===== src/rtl/spi_pkg.sv =====
// Shared definitions for the SPI byte shifter: FSM state encoding and
// the default SPI word length.
package spi_pkg;

    // Frame-level state of the slave
    typedef enum logic [1:0] {
        IDLE   = 2'd0,
        ARMED  = 2'd1,
        ACTIVE = 2'd2
    } spi_state_t;

    // Default SPI word length in bits
    localparam int SPI_DEFAULT_BITS = 8;

endpackage


===== src/rtl/spi_sync.sv =====
// N-stage synchronizer for one asynchronous SPI pin. The reset value is an
// input so each pin can power up at its own idle level.
module spi_sync #(
    parameter int N = 2
) (
    input  logic CLK,
    input  logic RST,
    input  logic RstVal,
    input  logic D,
    output logic Q
);

    logic [N-1:0] stages;

    // Shift the raw pin through N flops; reset loads the pin's idle level
    always_ff @(posedge CLK or posedge RST) begin
        if (RST) begin
            stages <= {N{RstVal}};
        end else begin
            stages <= {stages[N-2:0], D};
        end
    end

    assign Q = stages[N-1];

endmodule


===== src/rtl/spi_byte_shifter.sv =====
// SPI mode-0 slave byte shifter running entirely in the CLK domain.
// Raw SCK/MOSI/_CS are synchronized, edge-detected and fed to an
// IDLE/ARMED/ACTIVE frame FSM that assembles received words.
// Optional MISO transmit path is built only when SPI_MISO_EN is defined;
// otherwise MISO is tied low and TxByte is unused.
module spi_byte_shifter
    import spi_pkg::*;
#(
    parameter int SYNC_STAGES = 2,
    parameter int BITS        = SPI_DEFAULT_BITS
) (
    input  logic            CLK,
    input  logic            RST,
    input  logic            SCK,
    input  logic            MOSI,
    input  logic            _CS,
    output logic            MISO,
    input  logic [BITS-1:0] TxByte,
    output logic [BITS-1:0] RxByte,
    output logic            RxValid,
    output logic            FirstByte,
    output logic            FrameStart,
    output logic            FrameEnd,
    output logic            Busy
);

    localparam int            CW        = $clog2(BITS);
    localparam logic [CW-1:0] LAST_BIT  = CW'(BITS - 1);
    localparam logic [CW-1:0] CNT_ONE   = CW'(1);
    localparam logic [2:0]    FILL_DONE = 3'(SYNC_STAGES + 1);

    logic sck_s, mosi_s, cs_s;

    spi_sync #(.N(SYNC_STAGES)) u_sync_sck (
        .CLK(CLK), .RST(RST), .RstVal(1'b0), .D(SCK), .Q(sck_s)
    );
    spi_sync #(.N(SYNC_STAGES)) u_sync_mosi (
        .CLK(CLK), .RST(RST), .RstVal(1'b0), .D(MOSI), .Q(mosi_s)
    );
    spi_sync #(.N(SYNC_STAGES)) u_sync_cs (
        .CLK(CLK), .RST(RST), .RstVal(1'b1), .D(_CS), .Q(cs_s)
    );

    logic       sck_d, cs_d, mosi_d;
    logic       sck_rise, sck_fall, cs_rise, cs_fall;
    logic [2:0] fill_cnt;
    logic       fill_done;

    // Registered edge pulses; MOSI is delayed once more so it lines up with
    // the SCK rise pulse. fill_cnt marks when the synchronizers hold real
    // pin samples rather than their reset levels.
    always_ff @(posedge CLK or posedge RST) begin
        if (RST) begin
            sck_d    <= 1'b0;
            cs_d     <= 1'b1;
            mosi_d   <= 1'b0;
            sck_rise <= 1'b0;
            sck_fall <= 1'b0;
            cs_rise  <= 1'b0;
            cs_fall  <= 1'b0;
            fill_cnt <= 3'd0;
        end else begin
            sck_d    <= sck_s;
            cs_d     <= cs_s;
            mosi_d   <= mosi_s;
            sck_rise <= sck_s & ~sck_d;
            sck_fall <= ~sck_s & sck_d;
            cs_rise  <= cs_s & ~cs_d;
            cs_fall  <= ~cs_s & cs_d;
            if (fill_cnt != FILL_DONE) begin
                fill_cnt <= fill_cnt + 3'd1;
            end
        end
    end

    assign fill_done = (fill_cnt == FILL_DONE);

    spi_state_t      state;
    logic [CW-1:0]   bit_cnt;
    logic [BITS-1:0] rx_sh;
    logic [BITS-1:0] rx_next;
    logic            first_word;
    logic            word_done;

    assign rx_next   = {rx_sh[BITS-2:0], mosi_d};
    assign word_done = sck_rise && (bit_cnt == LAST_BIT);

    // Frame FSM: a frame only starts from ARMED, which requires _CS to have
    // been genuinely sampled high, so a frame cut by reset is never resumed.
    always_ff @(posedge CLK or posedge RST) begin
        if (RST) begin
            state      <= IDLE;
            bit_cnt    <= '0;
            rx_sh      <= '0;
            first_word <= 1'b0;
            RxByte     <= '0;
            RxValid    <= 1'b0;
            FirstByte  <= 1'b0;
            FrameStart <= 1'b0;
            FrameEnd   <= 1'b0;
            Busy       <= 1'b0;
        end else begin
            RxValid    <= 1'b0;
            FirstByte  <= 1'b0;
            FrameStart <= 1'b0;
            FrameEnd   <= 1'b0;
            case (state)
                IDLE: begin
                    if (fill_done && cs_s) begin
                        state <= ARMED;
                    end
                end
                ARMED: begin
                    if (cs_fall) begin
                        state      <= ACTIVE;
                        Busy       <= 1'b1;
                        FrameStart <= 1'b1;
                        bit_cnt    <= '0;
                        first_word <= 1'b1;
                    end
                end
                ACTIVE: begin
                    if (sck_rise) begin
                        rx_sh <= rx_next;
                        if (word_done) begin
                            RxByte     <= rx_next;
                            RxValid    <= 1'b1;
                            FirstByte  <= first_word;
                            first_word <= 1'b0;
                            bit_cnt    <= '0;
                        end else begin
                            bit_cnt <= bit_cnt + CNT_ONE;
                        end
                    end
                    // A partial word is simply abandoned; bit_cnt is cleared
                    // when the next frame starts.
                    if (cs_rise) begin
                        state    <= ARMED;
                        Busy     <= 1'b0;
                        FrameEnd <= 1'b1;
                    end
                end
                default: begin
                    state <= IDLE;
                    Busy  <= 1'b0;
                end
            endcase
        end
    end

`ifdef SPI_MISO_EN
    logic [BITS-1:0] tx_sh;
    logic            reload_pend;

    // Transmit shifter: loaded at frame start, shifted on SCK falls, and
    // reloaded on the first fall after each completed word.
    always_ff @(posedge CLK or posedge RST) begin
        if (RST) begin
            tx_sh       <= '0;
            reload_pend <= 1'b0;
        end else if (state == ARMED && cs_fall) begin
            tx_sh       <= TxByte;
            reload_pend <= 1'b0;
        end else if (state == ACTIVE) begin
            if (word_done) begin
                reload_pend <= 1'b1;
            end
            if (sck_fall) begin
                if (reload_pend) begin
                    tx_sh       <= TxByte;
                    reload_pend <= 1'b0;
                end else begin
                    tx_sh <= {tx_sh[BITS-2:0], 1'b0};
                end
            end
        end
    end

    assign MISO = (state == ACTIVE) ? tx_sh[BITS-1] : 1'b0;
`else
    logic unused_tx;

    assign unused_tx = ^{TxByte, sck_fall};
    assign MISO      = 1'b0;
`endif

endmodule


===== config.mk =====
export PLATFORM = sky130hd
export DESIGN_NAME = spi_byte_shifter
export DESIGN_NICKNAME = d
export VERILOG_FILES = /design/src/rtl/spi_pkg.sv /design/src/rtl/spi_sync.sv /design/src/rtl/spi_byte_shifter.sv
export SDC_FILE = /design/constraint.sdc
export NUM_CORES = 1
export LEC_CHECK = 0
export CAP_MARGIN = 30
export CORE_MARGIN = 4
export CORE_UTILIZATION = 30
export CTS_CLUSTER_DIAMETER = 120
export DETAILED_ROUTE_END_ITERATION = 8
export GPL_ROUTABILITY_DRIVEN = 1
export GPL_TIMING_DRIVEN = 0
export MAX_ROUTING_LAYER = met4
export SYNTH_ARGS = -nofsm -noshare
export SYNTH_HDL_FRONTEND = slang
export SYNTH_SLANG_ARGS = --single-unit

===== constraint.sdc =====
create_clock -name CLK -period 1.4 [get_ports CLK]
set_input_delay 0.21 -clock CLK [delete_from_list [all_inputs] [get_ports CLK]]
set_output_delay 0.21 -clock CLK [all_outputs]
set_load 0.01 [all_outputs]

### Word-level counts from Yosys, hierarchy flattened

Cells that the tools add are included.

* bitwise gates (word level): 7
* reductions and logical operators: 10
* multiplexer cells: 24
* add/subtract/negate cells: 2
* equal/unequal tests: 10

Operators with widths (count)
* $mux 1: 14
* $reduce_and 3->1: 4
* $ne 2x2->1 const B: 5
* $mux 3: 3
* $add 3x1->3 const B: 2
* $mux 2: 3
* $pmux 2 s3: 1
* $pmux 3 s2: 1
* $not 1->1: 4
* $reduce_and 4->1: 1
* $and 1x1->1: 3
* $eq 3x2->1 const B: 1
* $eq 3x3->1 const B: 1
* $ne 3x2->1 const B: 1
* $pmux 1 s3: 1
* $eq 2x1->1 const B: 1
* $eq 2x2->1 const B: 1
* $logic_and 1x1->1: 2
* $logic_not 2->1: 1
* $pmux 1 s2: 1
* $reduce_and 2->1: 1
* $reduce_bool 2->1: 1

* bits in registers: 41
* input port bits: 13

### Logic depth before layout (Yosys ltp)

Gate-level depths: netlist (run 1).

* depth in word-level cells: 5
* depth in mapped cells: 5

### Least setup slack after synthesis (run 1)

Ideal clock, no wire load.

* path kind: reg2reg
* start point: register bit_cnt[0]
* end point: register RxByte[0]
* path buffers: 0
* library setup time: 0.125 ns
* arrival time: 1.285 ns
* cell stages (with the launch flop): 5
* path slack: -0.009 ns
* cell sequence: dfrtp_1 -> ha_1 -> ha_1 -> nand4b_4 -> mux2_2

* longest elaborated chain between the ends: 3

RTL lines
* start, declared: RTL line spi_byte_shifter.sv:79 `logic [CW-1:0] bit_cnt;`
* start signal, assigned: RTL line spi_byte_shifter.sv:132 `bit_cnt <= bit_cnt + CNT_ONE;`
* $eq 3x3->1: RTL line spi_byte_shifter.sv:86 `assign word_done = sck_rise && (bit_cnt == LAST_BIT);`
* $logic_and 1x1->1: RTL line spi_byte_shifter.sv:86
* $reduce_and 3->1 (no line)
* end signal, assigned: RTL line spi_byte_shifter.sv:126 `RxByte <= rx_next;`
* end, declared: RTL line spi_byte_shifter.sv:19 `output logic [BITS-1:0] RxByte,`

No other way between the ends.
A chain may end at the register's enable or synchronous reset.

### Worst setup path after layout (run 1)

* start point: register bit_cnt[0]
* end point: register RxByte[4]

The elaborated chain is that of the path after synthesis.

==> results of run 1 <==
[synthesized netlist by cell type]
cell and instances:
sky130_fd_sc_hd__o21ai_0 5, sky130_fd_sc_hd__nor2_1 3, sky130_fd_sc_hd__nand3b_1 2, sky130_fd_sc_hd__ha_1 4, sky130_fd_sc_hd__buf_6 1, sky130_fd_sc_hd__dfrtp_1 38, sky130_fd_sc_hd__a21o_1 1, sky130_fd_sc_hd__nor3_1 1
sky130_fd_sc_hd__nand4b_4 1, sky130_fd_sc_hd__mux2_2 9, sky130_fd_sc_hd__xnor2_1 1, sky130_fd_sc_hd__buf_2 1, sky130_fd_sc_hd__conb_1 1, sky130_fd_sc_hd__a32o_1 2, sky130_fd_sc_hd__dfstp_2 3, sky130_fd_sc_hd__nand2b_1 1
sky130_fd_sc_hd__buf_4 1, sky130_fd_sc_hd__a21oi_1 1, sky130_fd_sc_hd__and3_1 1, sky130_fd_sc_hd__inv_1 6, sky130_fd_sc_hd__and3b_1 1, sky130_fd_sc_hd__o21a_1 1, sky130_fd_sc_hd__nand2_1 27, sky130_fd_sc_hd__nor2b_1 3
[logic make-up (layout without fill, tap and decap cells)]
kind of cell	after synthesis	after routing
flops	41	41
xor+xnor	1	1
mux	9	9
simple gates	40	41
fa+ha+maj	4	4
other cells	1	1
buf+inv	9	38
compound gates	10	10
[worst paths after layout]
kind | startpoint | end | slack (ns)
worst min-delay path | _CS | u_sync_cs.stages[0] | 0.34
min in group asynchronous | RST | RxByte[2] | 0.41
worst max register to register | bit_cnt[0] | RxByte[4] | -0.002
worst max-delay path | bit_cnt[0] | RxByte[4] | -0.002
max in group asynchronous | RST | u_sync_sck.stages[0] | 0.47
worst min register to register | u_sync_mosi.stages[0] | u_sync_mosi.stages[1] | 0.35
[cell type report]
| cell class | instances | area (um2) |
|---|---|---|
| Clock inverter | 2 | 10.0 |
| Sequential cell | 41 | 1030 |
| Buffer | 3 | 23.8 |
| Multi-Input combinational cell | 66 | 475 |
| Timing Repair Buffer | 21 | 215 |
| Inverter | 6 | 22.5 |
| Fill cell | 453 | 2850 |
| Clock buffer | 6 | 72.6 |
| Tap cell | 67 | 83.8 |
[layer usage]
layer	vias to the layer above	wire length (um)	GRT usage [%]
li1	436	-	-
met1	437	1080	10.1
met2	12	1210	14.6
met3	2	111	3.17
met4	0	15	3.67
met5	-	0	-
[through the flow]
stage / TNS (ns) / hold slack [ns] / utilization, % / area (um2)
after detailed placement: -0.715 / 0.340 / 36.7 / 1760
final: -0.00181 / 0.336 / 40.4 / 1930
after floorplan: 0 / 0.214 / - / 1500
after global placement: -20.14 / 0.336 / 36.7 / 1760
after CTS: -0.00179 / 0.325 / 39.4 / 1890
after global routing: -0.120 / 0.325 / 40.4 / 1930
[critical path: cells and delay by family, from the launching register on]
| kind | cells | cell delay, ns |
|---|---|---|
| flip-flops | 1 | 0.40 |
| adder cells (fa/ha/maj) | 2 | 0.38 |
| multiplexers | 1 | 0.35 |
| AND/OR/NAND/NOR | 1 | 0.15 |
[registers in the layout, indices dropped and copies added (netlist names), 2 cells and up]
register            cells
u_sync_sck.stages       2
RxByte                  8
u_sync_cs.stages        2
rx_sh                   7
state                   2
fill_cnt                3
u_sync_mosi.stages      2
bit_cnt                 3
[power by group through the flow]
stage	sequential (W)	combinational [W]	clock (W)
floorplan	0.00139	0.000185	0
global placement	0.00140	0.000269	0
detailed placement	0.00141	0.000287	0
CTS	0.00139	0.000322	0.000744
global route	0.00141	0.000358	0.000800
finish	0.00139	0.000319	0.000707
[repair_timing]
| item | in CTS | in global routing |
|---|---|---|
| setup endpoints to repair | 10 | 16 |
| pin swaps | 1 | 1 |
| setup buffers | 1 | 3 |
| gates cloned | 1 | 0 |
| gates resized for setup | 6 | 9 |
==> results_dict.tcl, run 1 <==
set metrics [dict create \
    run_status "finished, violations left" \
    violations "setup timing" \
    grt_first_pass_wirelength_um 4150 \
    ios 27 \
    ys.warnings.count 0 \
    clk_pin_slew_worst_paths_ns 0.07 \
    cellInternalPower_w 0.00181 \
    post_synth_num_cell_types 24 \
    holdBufCountCts 0 \
    clock_insertion_delay_worst_skew_ns 0.28 \
    most-common-layout-cells "sky130_fd_sc_hd__dfrtp_1, sky130_fd_sc_hd__nand2_1, sky130_fd_sc_hd__clkdlybuf4s50_1, sky130_fd_sc_hd__dlymetal6s2s_1, sky130_fd_sc_hd__mux2_2" \
    worst_clock_skew_ns 0.00446 \
    syn_avg_cell_area_um2 13.1 \
    drt-total-wl_um 2420 \
    synth-seq-area-share_pct 68.6 \
    largest_net_degree_at_the_start_of_global_routing 42 \
    antennaDiodeCount 0 \
    cp_cell_sequence "ha_2, ha_4, nand4b_4, mux2_2" \
    grt_use_total_pct 8.97 \
    tritoncts.num_buffers 5 \
    drt_first_pass_iters 4 \
    clock_power_share_pct 29.2 \
    worst-setup-path-type "flip-flop to flip-flop" \
    cap_violations 0 \
    initial_utilization_pct 31.4 \
    h-tree-depth 2 \
    routed_via_density 4.18 \
    dieArea_um2 6200 \
    post_route_cells_drive_above_1_share_pct 21.4 \
    cts_buffer_depth 2 \
    synth_top_family_by_area "simple AND/OR/NAND/NOR gates" \
    placementRows 25 \
    power.switching_fraction_pct 25.2 \
    post-route-worst-setup-slack_ns -0.00181 \
    setup_repair_after_global_routing_missed_its_margin "yes" \
    drt_first_iter_violations 58 \
    synth_top_area_share_pct 63.3 \
    setup.worst_path.start_class "flip-flop" \
    die_h_um 78.7 \
    p_leak_nw 1.11 \
    power.density_cell_area_nw_per_um2 1250 \
    crit_path_end_kind "flip-flop" \
    post-layout-total-power_w 0.00242 \
    final_hold_viol_count 0 \
    synth_mux_area_share_pct 6.75 \
    synthXorXnorAreaFrac_pct 0.583 \
    timing.critical_path.slowest_cell_delay_ns 0.40 \
    min_path_cells 1 \
    drcViolationCount 0 \
    finalWeightedCongestion 0.771 \
    hpwl_um 1550 \
    die_width_um 78.7 \
    worst-r2r-cell-count 4 \
    synth_compound_gate_area_share_pct 4.33 \
    cp_data_required_time_ns 1.57 \
    peakVddDrop_mv 0.669 \
    final.min_clock_period_ns 1.40 \
    vias_in_the_first_global_route 926 \
    core-area_um2 4790 \
    clock-sinks 41 \
    hold_path_class "primary input to flip-flop" \
    port_buffers 17 \
    via_count 887 \
    layout.cells.non_filler 212 \
    comb_power_share_pct 13.2 \
    synth_simple_gate_area_share_pct 13.1 \
    final_number_of_setup_violating_endpoints 1 \
    finish.net_count 161 \
    fmaxAchievable_ghz 0.713 \
    grt-ovfl-total 0 \
    yosys-top-cells-area "sky130_fd_sc_hd__dfrtp_1, sky130_fd_sc_hd__mux2_2, sky130_fd_sc_hd__nand2_1, sky130_fd_sc_hd__dfstp_2, sky130_fd_sc_hd__ha_1" \
    postSynthRegisterBits 41 \
    wl_per_cell_um 11.4 \
    placed_cells_incl_taps 199 \
    final_antenna_net_count 0 \
    clock-root-buffer "sky130_fd_sc_hd__clkbuf_8" \
    worstPathMaxFanout 5 \
    pins_over_slew_limit 0 \
    netSwitchingPower_w 0.000610 \
    yosys.area_share.adder_pct 3.33 \
    final.period_utilization_pct 100 \
    post_synth_inst_count 115 \
    pre_cts_ws_ns -0.0988 \
    max_slew.worst_pin.slew_ns 0.819 \
    seq_power_share_pct 57.6 \
    netlist.top_cell.by_area "sky130_fd_sc_hd__dfrtp_1" \
    timing.critical_path.arrival_ns 1.57 \
    grt_antenna_before_repair 0 \
    relative_slew_margins_pct 45.3 \
    cts_tree "built" \
    synth.cell_area_um2 1500 \
    mappedNetlistNets 132 \
    area_growth_from_synthesis_to_layout_pct 28.7 \
    critical_path.slowest_cell "sky130_fd_sc_hd__dfrtp_1" \
    mostFrequentLayoutCell "sky130_fd_sc_hd__dfrtp_1" \
]
No activity file was read; power rests on OpenSTA's default activity.
==> run 2, diff against run 1 <==
clock period = 1.8 ns   (was 1.4 ns; I/O delays follow)
==> run 2 against run 1 <==
Against the previous run:
- the flow now finishes without violations
- clock-buffer cell count is 1 higher
- combinational power is 33% lower
- utilization is 1.3 points lower
- critical path type unchanged
- largest power group unchanged
- highest routed layer unchanged
==> results_dict.tcl, run 2 (synthesis gave the netlist of run 1 again) <==
set metrics [dict create \
    run_status "finished clean" \
    cellInternalPower_w 0.00157 \
    critPathLaunch "bit_cnt[0]" \
    routed_via_density 4.10 \
    clk_pin_slew_worst_paths_ns 0.07 \
    power.density_cell_area_nw_per_um2 1090 \
    cts_buffer_depth 2 \
    cap_violations 0 \
    vias_in_the_first_global_route 862 \
    most-common-layout-cells "sky130_fd_sc_hd__dfrtp_1, sky130_fd_sc_hd__nand2_1, sky130_fd_sc_hd__clkdlybuf4s50_1, sky130_fd_sc_hd__mux2_2, sky130_fd_sc_hd__clkbuf_8" \
    fmaxAchievable_ghz 0.654 \
    setup.worst_path.start_class "flip-flop" \
    largest_net_degree_at_the_start_of_global_routing 42 \
    layout.cells.non_filler 207 \
    clock-root-buffer "sky130_fd_sc_hd__clkbuf_8" \
    crit_path_end_kind "flip-flop" \
    fin_setup_tns_ns 0 \
    drt-total-wl_um 2220 \
    hpwl_um 1520 \
    cts_repair_resize_count 0 \
    clock-sinks 41 \
    finalWeightedCongestion 0.734 \
    final_hold_viol_count 0 \
    relative_slew_margins_pct 46.1 \
    cts.repair_timing.setup_buffer_count 0 \
    finalCoreUtilization_pct 39.1 \
    seq_power_share_pct 53.0 \
    area_growth_from_synthesis_to_layout_pct 24.7 \
    h-tree-depth 2 \
    setup_repair_after_global_routing_missed_its_margin "no" \
    die_h_um 78.7 \
    core-area_um2 4790 \
    final.min_clock_period_ns 1.53 \
    drt_first_iter_violations 52 \
    mostFrequentLayoutCell "sky130_fd_sc_hd__dfrtp_1" \
    pins_over_slew_limit 0 \
    grt_first_pass_wirelength_um 3930 \
    timing.critical_path.arrival_ns 1.71 \
    post-layout-total-power_w 0.00203 \
    hold_path_class "flip-flop to flip-flop" \
    worst_clock_skew_ns 0.00344 \
    die_width_um 78.7 \
    grt-ovfl-total 0 \
    ios 27 \
    final_number_of_setup_violating_endpoints 0 \
    largest_reg_flops 8 \
    r2r-start "bit_cnt[0]" \
    clock_power_share_pct 36.4 \
    dieArea_um2 6200 \
    worst-setup-path-type "flip-flop to flip-flop" \
    cts_tree "built" \
    final.period_utilization_pct 84.9 \
    comb_power_share_pct 10.6 \
    cp_data_required_time_ns 1.98 \
    netSwitchingPower_w 0.000462 \
    post_route_cells_drive_above_1_share_pct 17.1 \
    clock_insertion_delay_worst_skew_ns 0.29 \
    power.switching_fraction_pct 22.7 \
    top_register "RxByte" \
    grt_use_total_pct 8.69 \
    min-delay-start "u_sync_mosi.stages[1]" \
    via_count 848 \
    top_regs "RxByte (8), rx_sh (7)" \
    finish.net_count 156 \
    drt_first_pass_iters 2 \
    holdBufCountCts 0 \
    placed_cells_incl_taps 199 \
    placementRows 25 \
    holdWs_ns 0.356 \
    grt_antenna_before_repair 0 \
    wl_per_cell_um 10.7 \
    drcViolationCount 0 \
    peakVddDrop_mv 0.634 \
    final_antenna_net_count 0 \
    p_leak_nw 0.929 \
    initial_utilization_pct 31.4 \
    max_slew.worst_pin.slew_ns 0.807 \
    tritoncts.num_buffers 5 \
    port_buffers 17 \
    worstPathMaxFanout 10 \
    antennaDiodeCount 0 \
    fill_cells 463 \
]
-- run 2: area by class of cell --
cell class	count	area, um2	area share (%)
Clock inverter	1	30.0	1.60
Sequential cell	41	1030	55.0
Timing Repair Buffer	17	170	9.09
Inverter	6	22.5	1.20
Tap cell	67	83.8	4.48
Buffer	3	23.8	1.27
Clock buffer	7	86.3	4.61
Multi-Input combinational cell	65	425	22.7
-- run 2: stage by stage --
| stage | area, um2 | setup slack (ns) |
|---|---|---|
| 2_1_floorplan | 1500 | 0.391 |
| 3_3_place_gp | 1760 | -0.194 |
| 6_report | 1870 | 0.271 |
| 3_5_place_dp | 1760 | 0.278 |
| 5_1_grt | 1870 | 0.218 |
| 4_1_cts | 1870 | 0.263 |
-- run 2: final timing paths --
| path | endpoint | cells after the start | slack, ns |
|---|---|---|---|
| worst min-delay path | mosi_d | 0 | 0.36 |
| worst max-delay path | RxByte[5] | 4 | 0.27 |
| worst min register to register | mosi_d | 0 | 0.36 |
| worst max register to register | RxByte[5] | 4 | 0.27 |
| min in group asynchronous | rx_sh[1] | 2 | 0.45 |
| max in group asynchronous | cs_fall | 2 | 0.84 |
-- run 2: layer usage --
metal / track usage, % / vias to the layer above / routed length [um]
li1: - / 421 / -
met1: 9.62 / 404 / 1010
met2: 13.3 / 16 / 1030
met3: 2.95 / 7 / 138
met4: 5.77 / 0 / 43
met5: - / - / 0
-- run 2: critical path: stages (launching register included) --
cell and delay (ns):
sky130_fd_sc_hd__dfrtp_1 0.41, sky130_fd_sc_hd__ha_1 0.20, sky130_fd_sc_hd__ha_1 0.25, sky130_fd_sc_hd__nand4b_4 0.20, sky130_fd_sc_hd__mux2_2 0.36
-- run 2: power by group through the flow --
stage / sequential [W] / combinational (W) / clock (W)
2_1_floorplan: 0.00108 / 0.000144 / 0
3_3_place_gp: 0.00109 / 0.000208 / 0
3_5_place_dp: 0.00109 / 0.000222 / 0
4_1_cts: 0.00108 / 0.000221 / 0.000771
5_1_grt: 0.00109 / 0.000250 / 0.000805
6_report: 0.00108 / 0.000215 / 0.000740
